[src/rtl/debug_host_ctrl_if.sv]
// Byte-level link between debug_host_ctrl and its uart_tx/uart_rx pair.
// master = host controller side, slave = UART side.
interface debug_host_ctrl_if;
  logic [7:0] tx_byte;
  logic       tx_start;
  logic       tx_done;
  logic [7:0] rx_byte;
  logic       rx_valid;

  modport master (
    output tx_byte,
    output tx_start,
    input  tx_done,
    input  rx_byte,
    input  rx_valid
  );

  modport slave (
    input  tx_byte,
    input  tx_start,
    output tx_done,
    output rx_byte,
    output rx_valid
  );
endinterface

[src/rtl/debug_host_ctrl.sv]
// Host side of the MIPS debug UART protocol: streams a ROM program, issues RUN/STEP and
// reassembles the returned dump. Define DEBUG_HOST_CHECKSUM_EN to expect a trailing XOR byte.
module debug_host_ctrl #(
  parameter int unsigned           DATA_WIDTH     = 32,
  parameter int unsigned           ROM_ADDR_WIDTH = 8,
  parameter int unsigned           NREGS          = 32,
  parameter int unsigned           MEM_WORDS      = 32,
  parameter logic [DATA_WIDTH-1:0] HALT_WORD      = DATA_WIDTH'(32'hFC000000),
  parameter int unsigned           TIMEOUT_CYCLES = 1000000
) (
  input  logic                      i_clock,
  input  logic                      i_reset,
  input  logic                      i_cmd_valid,
  input  logic [1:0]                i_cmd,
  output logic [ROM_ADDR_WIDTH-1:0] o_rom_addr,
  input  logic [DATA_WIDTH-1:0]     i_rom_data,
  debug_host_ctrl_if.master         uart,
  output logic [DATA_WIDTH-1:0]     o_word,
  output logic                      o_word_valid,
  output logic [7:0]                o_word_index,
  output logic                      o_busy,
  output logic                      o_done,
  output logic                      o_error
);

  localparam int unsigned BYTES       = DATA_WIDTH / 8;
  localparam int unsigned BCW         = (BYTES > 1) ? $clog2(BYTES) : 1;
  localparam int unsigned TOTAL_WORDS = 1 + NREGS + MEM_WORDS;
  localparam logic [1:0]  CmdLoad     = 2'b00;
  localparam logic [1:0]  CmdRsvd     = 2'b11;

  typedef enum logic [3:0] {
    StIdle, StTxCmd, StWaitCmd, StFetch, StTxWord, StWaitWord,
    StRxDump, StRxSum, StDone, StError
  } state_e;

  state_e                    state_q, state_d;
  logic [1:0]                cmd_q, cmd_d;
  logic [ROM_ADDR_WIDTH-1:0] rom_addr_q, rom_addr_d;
  logic [BCW-1:0]            byte_cnt_q, byte_cnt_d;
  logic [7:0]                word_idx_q, word_idx_d;
  logic [7:0]                out_idx_q, out_idx_d;
  logic [31:0]               tout_q, tout_d;
  logic [DATA_WIDTH-1:0]     word_q, word_d;
  logic                      word_valid_q, word_valid_d;
  logic [7:0]                xor_q, xor_d;
  logic [7:0]                tx_byte_q, tx_byte_d;
  logic                      error_q, error_d;
  logic                      done_q, done_d;
  logic                      tx_start;
  logic [7:0]                tx_byte;
  logic                      last_byte;
  logic [7:0]                rom_byte;

  assign last_byte = (byte_cnt_q == BCW'(BYTES - 1));
  // ROM output stays valid for the whole word because the address is held until its last byte.
  assign rom_byte  = i_rom_data[(DATA_WIDTH - 8 - 8 * int'(byte_cnt_q)) +: 8];

  always_comb begin
    state_d      = state_q;
    cmd_d        = cmd_q;
    rom_addr_d   = rom_addr_q;
    byte_cnt_d   = byte_cnt_q;
    word_idx_d   = word_idx_q;
    out_idx_d    = out_idx_q;
    tout_d       = '0;
    word_d       = word_q;
    word_valid_d = 1'b0;
    xor_d        = xor_q;
    tx_byte_d    = tx_byte_q;
    error_d      = error_q;
    done_d       = 1'b0;
    tx_start     = 1'b0;
    tx_byte      = tx_byte_q;

    case (state_q)
      StIdle: begin
        if (i_cmd_valid && (i_cmd != CmdRsvd)) begin
          cmd_d      = i_cmd;
          error_d    = 1'b0;
          rom_addr_d = '0;
          byte_cnt_d = '0;
          word_idx_d = '0;
          xor_d      = '0;
          tx_byte_d  = {6'b0, i_cmd} + 8'd1;
          state_d    = StTxCmd;
        end
      end
      StTxCmd: begin
        tx_start = 1'b1;
        state_d  = StWaitCmd;
      end
      StWaitCmd: begin
        if (uart.tx_done) state_d = (cmd_q == CmdLoad) ? StFetch : StRxDump;
      end
      StFetch: state_d = StTxWord;
      StTxWord: begin
        tx_start  = 1'b1;
        tx_byte   = rom_byte;
        tx_byte_d = rom_byte;
        state_d   = StWaitWord;
      end
      StWaitWord: begin
        if (uart.tx_done) begin
          if (last_byte) begin
            byte_cnt_d = '0;
            if (i_rom_data == HALT_WORD) begin
              state_d = StDone;
            end else if (&rom_addr_q) begin
              error_d = 1'b1;
              state_d = StIdle;
            end else begin
              rom_addr_d = rom_addr_q + 1'b1;
              state_d    = StFetch;
            end
          end else begin
            byte_cnt_d = byte_cnt_q + BCW'(1);
            state_d    = StTxWord;
          end
        end
      end
      StRxDump: begin
        if (uart.rx_valid) begin
          word_d     = (word_q << 8) | DATA_WIDTH'(uart.rx_byte);
          xor_d      = xor_q ^ uart.rx_byte;
          byte_cnt_d = byte_cnt_q + BCW'(1);
          if (last_byte) begin
            byte_cnt_d   = '0;
            word_valid_d = 1'b1;
            out_idx_d    = word_idx_q;
            word_idx_d   = word_idx_q + 8'd1;
            if (word_idx_q == 8'(TOTAL_WORDS - 1)) begin
`ifdef DEBUG_HOST_CHECKSUM_EN
              state_d = StRxSum;
`else
              state_d = StDone;
`endif
            end
          end
        end else if (tout_q == 32'(TIMEOUT_CYCLES - 1)) begin
          error_d = 1'b1;
          state_d = StError;
        end else begin
          tout_d = tout_q + 32'd1;
        end
      end
`ifdef DEBUG_HOST_CHECKSUM_EN
      StRxSum: begin
        if (uart.rx_valid) begin
          if (uart.rx_byte != xor_q) error_d = 1'b1;
          state_d = StDone;
        end else if (tout_q == 32'(TIMEOUT_CYCLES - 1)) begin
          error_d = 1'b1;
          state_d = StError;
        end else begin
          tout_d = tout_q + 32'd1;
        end
      end
`endif
      // Done is registered so it lands one cycle after the final word strobe.
      StDone: begin
        done_d  = 1'b1;
        state_d = StIdle;
      end
      StError: state_d = StIdle;
      default: state_d = StIdle;
    endcase
  end

  always_ff @(posedge i_clock) begin
    if (i_reset) begin
      state_q      <= StIdle;
      cmd_q        <= '0;
      rom_addr_q   <= '0;
      byte_cnt_q   <= '0;
      word_idx_q   <= '0;
      out_idx_q    <= '0;
      tout_q       <= '0;
      word_q       <= '0;
      word_valid_q <= 1'b0;
      xor_q        <= '0;
      tx_byte_q    <= '0;
      error_q      <= 1'b0;
      done_q       <= 1'b0;
    end else begin
      state_q      <= state_d;
      cmd_q        <= cmd_d;
      rom_addr_q   <= rom_addr_d;
      byte_cnt_q   <= byte_cnt_d;
      word_idx_q   <= word_idx_d;
      out_idx_q    <= out_idx_d;
      tout_q       <= tout_d;
      word_q       <= word_d;
      word_valid_q <= word_valid_d;
      xor_q        <= xor_d;
      tx_byte_q    <= tx_byte_d;
      error_q      <= error_d;
      done_q       <= done_d;
    end
  end

  assign o_rom_addr    = rom_addr_q;
  assign uart.tx_byte  = tx_byte;
  assign uart.tx_start = tx_start;
  assign o_word        = word_q;
  assign o_word_valid  = word_valid_q;
  assign o_word_index  = out_idx_q;
  assign o_busy        = (state_q != StIdle);
  assign o_done        = done_q;
  assign o_error       = error_q;

endmodule

[src/flat_wrapper.sv]
// flat-port wrapper written by rule: the top's interface ports become plain ports
module debug_host_ctrl_flat 
#(
  parameter int unsigned           DATA_WIDTH     = 32,
  parameter int unsigned           ROM_ADDR_WIDTH = 8,
  parameter int unsigned           NREGS          = 32,
  parameter int unsigned           MEM_WORDS      = 32,
  parameter logic [DATA_WIDTH-1:0] HALT_WORD      = DATA_WIDTH'(32'hFC000000),
  parameter int unsigned           TIMEOUT_CYCLES = 1000000
)
  (i_clock, i_reset, i_cmd_valid, i_cmd, o_rom_addr, i_rom_data, o_word, o_word_valid, o_word_index, o_busy, o_done, o_error, uart_tx_byte, uart_tx_start, uart_tx_done, uart_rx_byte, uart_rx_valid);
  debug_host_ctrl_if uart_i ();
  input  logic i_clock;
  input  logic i_reset;
  input  logic i_cmd_valid;
  input  logic [1:0] i_cmd;
  output logic [ROM_ADDR_WIDTH-1:0] o_rom_addr;
  input  logic [DATA_WIDTH-1:0] i_rom_data;
  output logic [DATA_WIDTH-1:0] o_word;
  output logic o_word_valid;
  output logic [7:0] o_word_index;
  output logic o_busy;
  output logic o_done;
  output logic o_error;
  output wire logic [$bits(uart_i.tx_byte)-1:0] uart_tx_byte;
  output wire logic [$bits(uart_i.tx_start)-1:0] uart_tx_start;
  input wire logic [$bits(uart_i.tx_done)-1:0] uart_tx_done;
  input wire logic [$bits(uart_i.rx_byte)-1:0] uart_rx_byte;
  input wire logic [$bits(uart_i.rx_valid)-1:0] uart_rx_valid;
  assign uart_tx_byte = uart_i.tx_byte;
  assign uart_tx_start = uart_i.tx_start;
  assign uart_i.tx_done = uart_tx_done;
  assign uart_i.rx_byte = uart_rx_byte;
  assign uart_i.rx_valid = uart_rx_valid;
  debug_host_ctrl #(.DATA_WIDTH(DATA_WIDTH), .ROM_ADDR_WIDTH(ROM_ADDR_WIDTH), .NREGS(NREGS), .MEM_WORDS(MEM_WORDS), .HALT_WORD(HALT_WORD), .TIMEOUT_CYCLES(TIMEOUT_CYCLES)) u_core (.i_clock(i_clock), .i_reset(i_reset), .i_cmd_valid(i_cmd_valid), .i_cmd(i_cmd), .o_rom_addr(o_rom_addr), .i_rom_data(i_rom_data), .uart(uart_i), .o_word(o_word), .o_word_valid(o_word_valid), .o_word_index(o_word_index), .o_busy(o_busy), .o_done(o_done), .o_error(o_error));
endmodule
[config.mk]
export PLATFORM = sky130hd
export DESIGN_NAME = debug_host_ctrl_flat
export DESIGN_NICKNAME = d
export VERILOG_FILES = /design/src/rtl/debug_host_ctrl_if.sv /design/src/rtl/debug_host_ctrl.sv /design/src/flat_wrapper.sv
export SDC_FILE = /design/constraint.sdc
export NUM_CORES = 1
export LEC_CHECK = 0
export BUFFER_PORTS_ARGS = -buffer_cell sky130_fd_sc_hd__buf_2
export CORE_MARGIN = 10
export CORE_UTILIZATION = 61
export CTS_BUF_LIST = sky130_fd_sc_hd__clkbuf_2 sky130_fd_sc_hd__clkbuf_4 sky130_fd_sc_hd__clkbuf_8
export CTS_CLUSTER_DIAMETER = 50
export DETAILED_ROUTE_END_ITERATION = 10
export PLACE_DENSITY = 0.86
export SLEW_MARGIN = 20
export SYNTH_ARGS = -nofsm -noshare
export SYNTH_HDL_FRONTEND = slang
export SYNTH_SLANG_ARGS = --single-unit
[constraint.sdc]
create_clock -name i_clock -period 4.9 [get_ports i_clock]
set_input_delay 0.245 -clock i_clock [delete_from_list [all_inputs] [get_ports i_clock]]
set_output_delay 0.245 -clock i_clock [all_outputs]
set_load 0.02 [all_outputs]
Yosys cells after proc, flatten, opt, wreduce, memory -nomap -nowiden
Index checks and enable logic that the tools add are counted.
Storage, ports and cells
  bits in registers: 107
  input port bits: 47
  output and inout bits: 61
  logic and storage cells: 109
Operators by class
  add/sub/neg operators: 6
  eq/ne operators: 26
  shifts and indexed selects: 1
  muxes and demuxes: 40
  bitwise operators: 3
  reduce and logical (&&, ||, !) cells: 21
Operators with widths (number)
  8-bit two-way mux: 9
  8-bit case mux with 2 select lines: 3
  4-bit two-way mux: 9
  32-bit by 33-bit indexed part select with 8-bit output: 1
  32-bit by 1-bit adder with 32-bit output, second input constant: 1
  32-bit by 20-bit == test with 1-bit output, second input constant: 1
  32-bit == test, second input constant: 1
  32-bit by 8-bit bitwise OR with 32-bit output: 1
  4-bit case mux with 7 select lines: 1
  8-bit by 1-bit adder with 8-bit output, second input constant: 2
  8-bit AND reduction: 2
  2-bit != test, second input constant: 7
  4-bit by 3-bit == test with 1-bit output, second input constant: 3
  6-bit AND reduction: 2
  1-bit two-way mux: 10
  2-bit two-way mux: 5
  2-bit by 1-bit != test with 1-bit output, second input constant: 5
  3-bit by 2-bit != test with 1-bit output, second input constant: 3
  4-bit by 2-bit == test with 1-bit output, second input constant: 2
  8-bit by 7-bit == test with 1-bit output, second input constant: 1
  4-bit AND reduction: 2
  2-bit case mux with 3 select lines: 1
  2-bit AND reduction: 3
  2-bit nonzero test: 3
  18 further kinds: 19

Depth between registers and ports, before layout
  depth after elaboration: 6
  mapped depth: 8
  depth with buffers taken out: 6

Least setup slack after synthesis
OpenSTA, ideal clock, no wires.
  path kind: reg2reg
  start: register u_core.state_q[2]
  end: register u_core.rom_addr_q[5], in the netlist u_core.o_rom_addr[5]
  setup time: 0.071 ns
  arrival time: 1.888 ns
  setup slack: 2.941 ns
  cell stages (with the launch flop): 9
  buffers on the path: 3
  cell sequence: dfxtp_1 > buf_2 > and4bb_1 > buf_2 > nand2_1 > a21bo_1 > buf_2 > or4_1 > a21oi_1
On the way
  word-level cells in the longest chain between the ends: 3
  elaborated cells between the ends (all ways): 10
RTL lines
  from (decl): line debug_host_ctrl.sv:37  | state_e state_q, state_d;
  from (signal assigned): line debug_host_ctrl.sv:172  | state_q <= StIdle;
  from (signal assigned): line debug_host_ctrl.sv:186  | state_q <= state_d;
  4-bit by 3-bit == test with 1-bit output or 4-bit logical NOT (tied branches): line debug_host_ctrl.sv:76  | case (state_q)
  2-bit != test (no line) (tied with other cells)
  6-bit AND reduction (no line)
  to (signal assigned): line debug_host_ctrl.sv:188  | rom_addr_q <= rom_addr_d;
  to (decl): line debug_host_ctrl.sv:39  | logic [ROM_ADDR_WIDTH-1:0] rom_addr_q, rom_addr_d;
Parallel ways exist; a longest one is shown, timed or not.
A chain may end at the register's enable or synchronous reset.

Final worst setup path
  start: register u_core.state_q[1]
  end: register u_core.tout_q[25]
On the way
  word-level cells in the longest chain between the ends: 3
RTL lines
  4-bit by 3-bit == test with 1-bit output: line debug_host_ctrl.sv:76
  1-bit inverter (no line)
  4-bit OR reduction (no line)
  to (signal assigned): line debug_host_ctrl.sv:192  | tout_q <= tout_d;
  to (decl): line debug_host_ctrl.sv:43  | logic [31:0] tout_q, tout_d;
No other way between the ends.

==> implementation parameters <==
Parameter                              Value

Status
  Run status ... finished, final reports clean

Min path
  Hold path depth ... 3
  Worst Min Path Start ... uart_rx_byte[2]
  Type of the most critical hold path ... in2reg
  End point of the most critical hold path ... u_core.o_word[2]

Global route
  Pin count of the biggest net entering global routing ... 64
  Overall routing resource usage ... 19.3%
  Number of antenna violations at the first check in global routing ... 0
  GRT Residual Overflow ... 0
  Number of global-route vias before repair ... 4439
  First-pass GRT wire length ... 20600 um

Synthesis
  Largest cells by area after synthesis ... dfxtp_1, nand2_1, a21oi_1
  Main flop type after synthesis ... dfxtp_1
  Leading cell type by number of instances after synthesis ... nand2_1
  Cell variety after synth ... 53
  Area share of the largest cell type after synthesis ... 42.5%
  Net count after synthesis ... 664
  Mean Syn Cell Area ... 8.25 um2
  Sequential fraction of the synthesis area ... 42.5%
  Cell taking the most area after synthesis ... dfxtp_1
  Post-synth top cells ... nand2_1, dfxtp_1, nor2_1, a21oi_1, clkbuf_1
  Yosys warning total ... 0
  Post-synthesis instance area ... 5040 um2
  Post-synthesis sequential element count ... 107
  Number of synthesized flops with an enable pin ... 0
  Synth async-reset ratio ... 0%
  Number of instances in the synthesized netlist ... 611

Floorplan
  DIE HEIGHT ... 111 um
  Die Footprint ... 12300 um2
  Cell row count ... 33
  Floorplan core area ... 8130 um2
  Boundary pin count ... 108
  Initial core utilization ... 61.9%
  Overall die width ... 111 um

Critical path
  Cells traversed along the worst timing path ... nor4bb_1, buf_4, nor2b_1, o31ai_1, nand2b_2, a21oi_1
  Critical R2R Capture ... u_core.tout_q[25]
  Setup slack of the worst register-to-register path ... 2090 ps
  CP Max Fanout ... 32
  Startpoint of the worst register-to-register path ... u_core.state_q[1]
  Worst Reg2Reg Path Length in Cells ... 6
  Worst setup EP type ... flop
  Signal arrival time at the worst endpoint ... 3110 ps
  Critical path's largest stage delay ... 630 ps
  Slowest CP cell ... dfxtp_1
  Required time of the worst setup path ... 5200 ps
  Type of the setup path with the least slack ... reg2reg
  Type of origin of the critical path ... flop

STA
  Setup repair after global routing missed its margin ... false
  Final Critical Period ... 2810 ps
  Worst slew slack as a fraction of its limit ... 34.2%
  Timing-limited maximum frequency ... 356 MHz
  Worst setup skew after layout ... 8.47 ps
  Crit share post-route ... 57.3%
  Max-slew violation count ... 0
  Worst slew pin tran ... 985 ps
  Final setup viols ... 0
  Setup TNS after final layout ... 0 ps
  Number of hold-slack violations in the final timing report ... 0

Placement
  Detailed placement HPWL ... 9450 um
  Placed instance count ... 792
  Routability-driven placement congestion ratio ... 0.968
  Count of input and output buffers ... 107

Power
  Highest ir drop seen on vdd ... 182 uV
  Standby leakage power ... 2.23 nW
  Power density over the cells ... 286 nW/um2

Detailed routing
  Drt pass-1 iters ... 7
  Total Routed Length ... 12700 um
  Detail-routed net length per standard cell ... 15.8 um
  Per-cell via count in the routed design ... 5.83
  First DRT Iteration DRCs ... 309
  Via Count ... 4711
  Post-DRT Antenna Nets ... 0
  DRC violations left ... 0

Layout
  Fillcell total ... 657
  Share of cells above drive strength 1 ... 19.9%
  Footprint of the flip-flops and latches ... 2140 um2
  Nets ... 751
  Diode count ... 0
  Combined area of the multi-input logic cells ... 2720 um2
  Layout Cells excl Fill ... 808
  Layout-stage area growth over the synthesis result ... 14.6%

Clocking
  Total of hold buffers inserted after clock tree synthesis ... 0
  Number of levels in the clock H-tree ... 3
  Clk pin slew, worst setup/hold paths ... 100 ps
  CTS Buffer Depth ... 2
  Clock root buffer ... clkbuf_8
  Clock sink total ... 107
  Postcts setup bufs ... 0
  CTS tree ... done
  Clock latency reported for the late side of the worst-skew pair ... 380 ps
  Post-cts sizing count ... 0
  Number of buffers inserted during clock tree synthesis ... 9

Run
  Max-cap viol count ... 0
critical path, delay by kind of cell (launching register included):
family | cells | cell delay, ps
AOI/OAI and AO/OA | 2 | 490
buffers and inverters | 1 | 210
DFF | 1 | 630
and+or+nand+nor | 3 | 1390
logic make-up (layout without fill, tap and decap cells):
| family | count (synthesis) | after routing | share of synthesized area, % |
|---|---|---|---|
| muxes | 19 | 19 | 5.79 |
| xor gates and xnor gates | 36 | 36 | 6.26 |
| adders and majority gates | 6 | 6 | 1.49 |
| DFF | 107 | 107 | 42.5 |
| and+or+nand+nor | 308 | 308 | 29.7 |
| AOI/OAI and AO/OA | 90 | 90 | 10.7 |
| buffers and inverters | 45 | 137 | 3.50 |
registers in the layout, indices dropped and copies added, names as in the netlist:
name,count
u_core.o_word,32
u_core.tout_q,32
u_core.o_rom_addr,8
u_core.o_word_index,8
u_core.tx_byte_q,8
u_core.word_idx_q,8
u_core.state_q,4
u_core.byte_cnt_q,2
u_core.cmd_q,2
u_core.o_done,1
u_core.o_error,1
u_core.o_word_valid,1
routing by layer:
metal	up-vias	track usage [%]	part of all wire (%)
met5	-	0	0
met4	0	6.16	1.3
met3	20	4.65	6.6
met2	157	33.7	51
met1	2217	22.7	41
li1	2317	-	-
report_power, final:
part           total (mW)  internal, mW  leakage, nW  switching, mW
registers           0.913         0.883        0.862         0.0295
clock network       0.499         0.188       0.0871          0.310
logic               0.240        0.0922         1.28          0.148
metrics by stage:
stage | hold slack [ps] | instance area, um2 | setup slack [ps] | power, mW | utilization, %
floorplan | 381 | 5040 | 2940 | 1.09 | -
CTS | 82.4 | 5770 | 1890 | 1.66 | 70.9
finish | 91.4 | 5770 | 2090 | 1.65 | 71.0
global route | 79.4 | 5770 | 1820 | 1.72 | 71.0
global placement | 419 | 5590 | 2110 | 1.16 | 68.8
detailed placement | 442 | 5590 | 1920 | 1.17 | 68.8
layout by cell type (no fill, tap or decap), types with 2 or more instances in the layout:
cell | Yosys | routed
and3_1 | 7 | 7
or4_1 | 10 | 10
or3_1 | 5 | 5
o21ai_0 | 5 | 5
nand4b_1 | 3 | 3
o41ai_1 | 2 | 2
nand3_1 | 25 | 25
nand4_1 | 12 | 12
nor2b_1 | 4 | 4
buf_4 | 0 | 3
nor4b_1 | 5 | 5
xnor2_1 | 21 | 21
a21oi_1 | 56 | 56
mux4_2 | 8 | 8
dfxtp_1 | 107 | 107
clkinv_4 | 0 | 2
clkbuf_8 | 0 | 9
o21ai_1 | 2 | 2
and4_1 | 5 | 5
nand2_1 | 126 | 126
clkinvlp_4 | 0 | 2
a211oi_1 | 4 | 4
o31ai_1 | 7 | 7
inv_1 | 11 | 11
a31oi_1 | 2 | 2
xor2_1 | 15 | 15
nor4_1 | 14 | 14
nand2b_1 | 6 | 5
ha_1 | 6 | 6
mux2i_1 | 10 | 10
nor2_1 | 61 | 61
buf_2 | 6 | 107
nor3_1 | 13 | 13
nor4bb_1 | 2 | 2
or2_1 | 2 | 2
clkinv_2 | 0 | 2
final cells by class:
type	instances	area share, %
clock inverters	7	0.932
repair buffers	110	9.66
well taps	105	2.28
multi-input cells	459	47.2
clock buffers	9	2.15
flip-flops and latches	107	37.1
inverters	11	0.715
worst max path at each step:
| stage | slack (ps) | from | depth (start not counted) | to |
|---|---|---|---|---|
| after floorplan | 2940 | u_core.state_q[2] | 8 | u_core.o_rom_addr[5] |
| after global placement | 2110 | u_core.state_q[1] | 6 | u_core.tout_q[31] |
| after detailed placement | 1920 | u_core.state_q[1] | 6 | u_core.tout_q[25] |
| after CTS | 1890 | u_core.state_q[1] | 6 | u_core.tout_q[25] |
| after global routing | 1820 | u_core.state_q[1] | 6 | u_core.tout_q[25] |
| final | 2090 | u_core.state_q[1] | 6 | u_core.tout_q[25] |
Power figures use the tool's default switching activity.
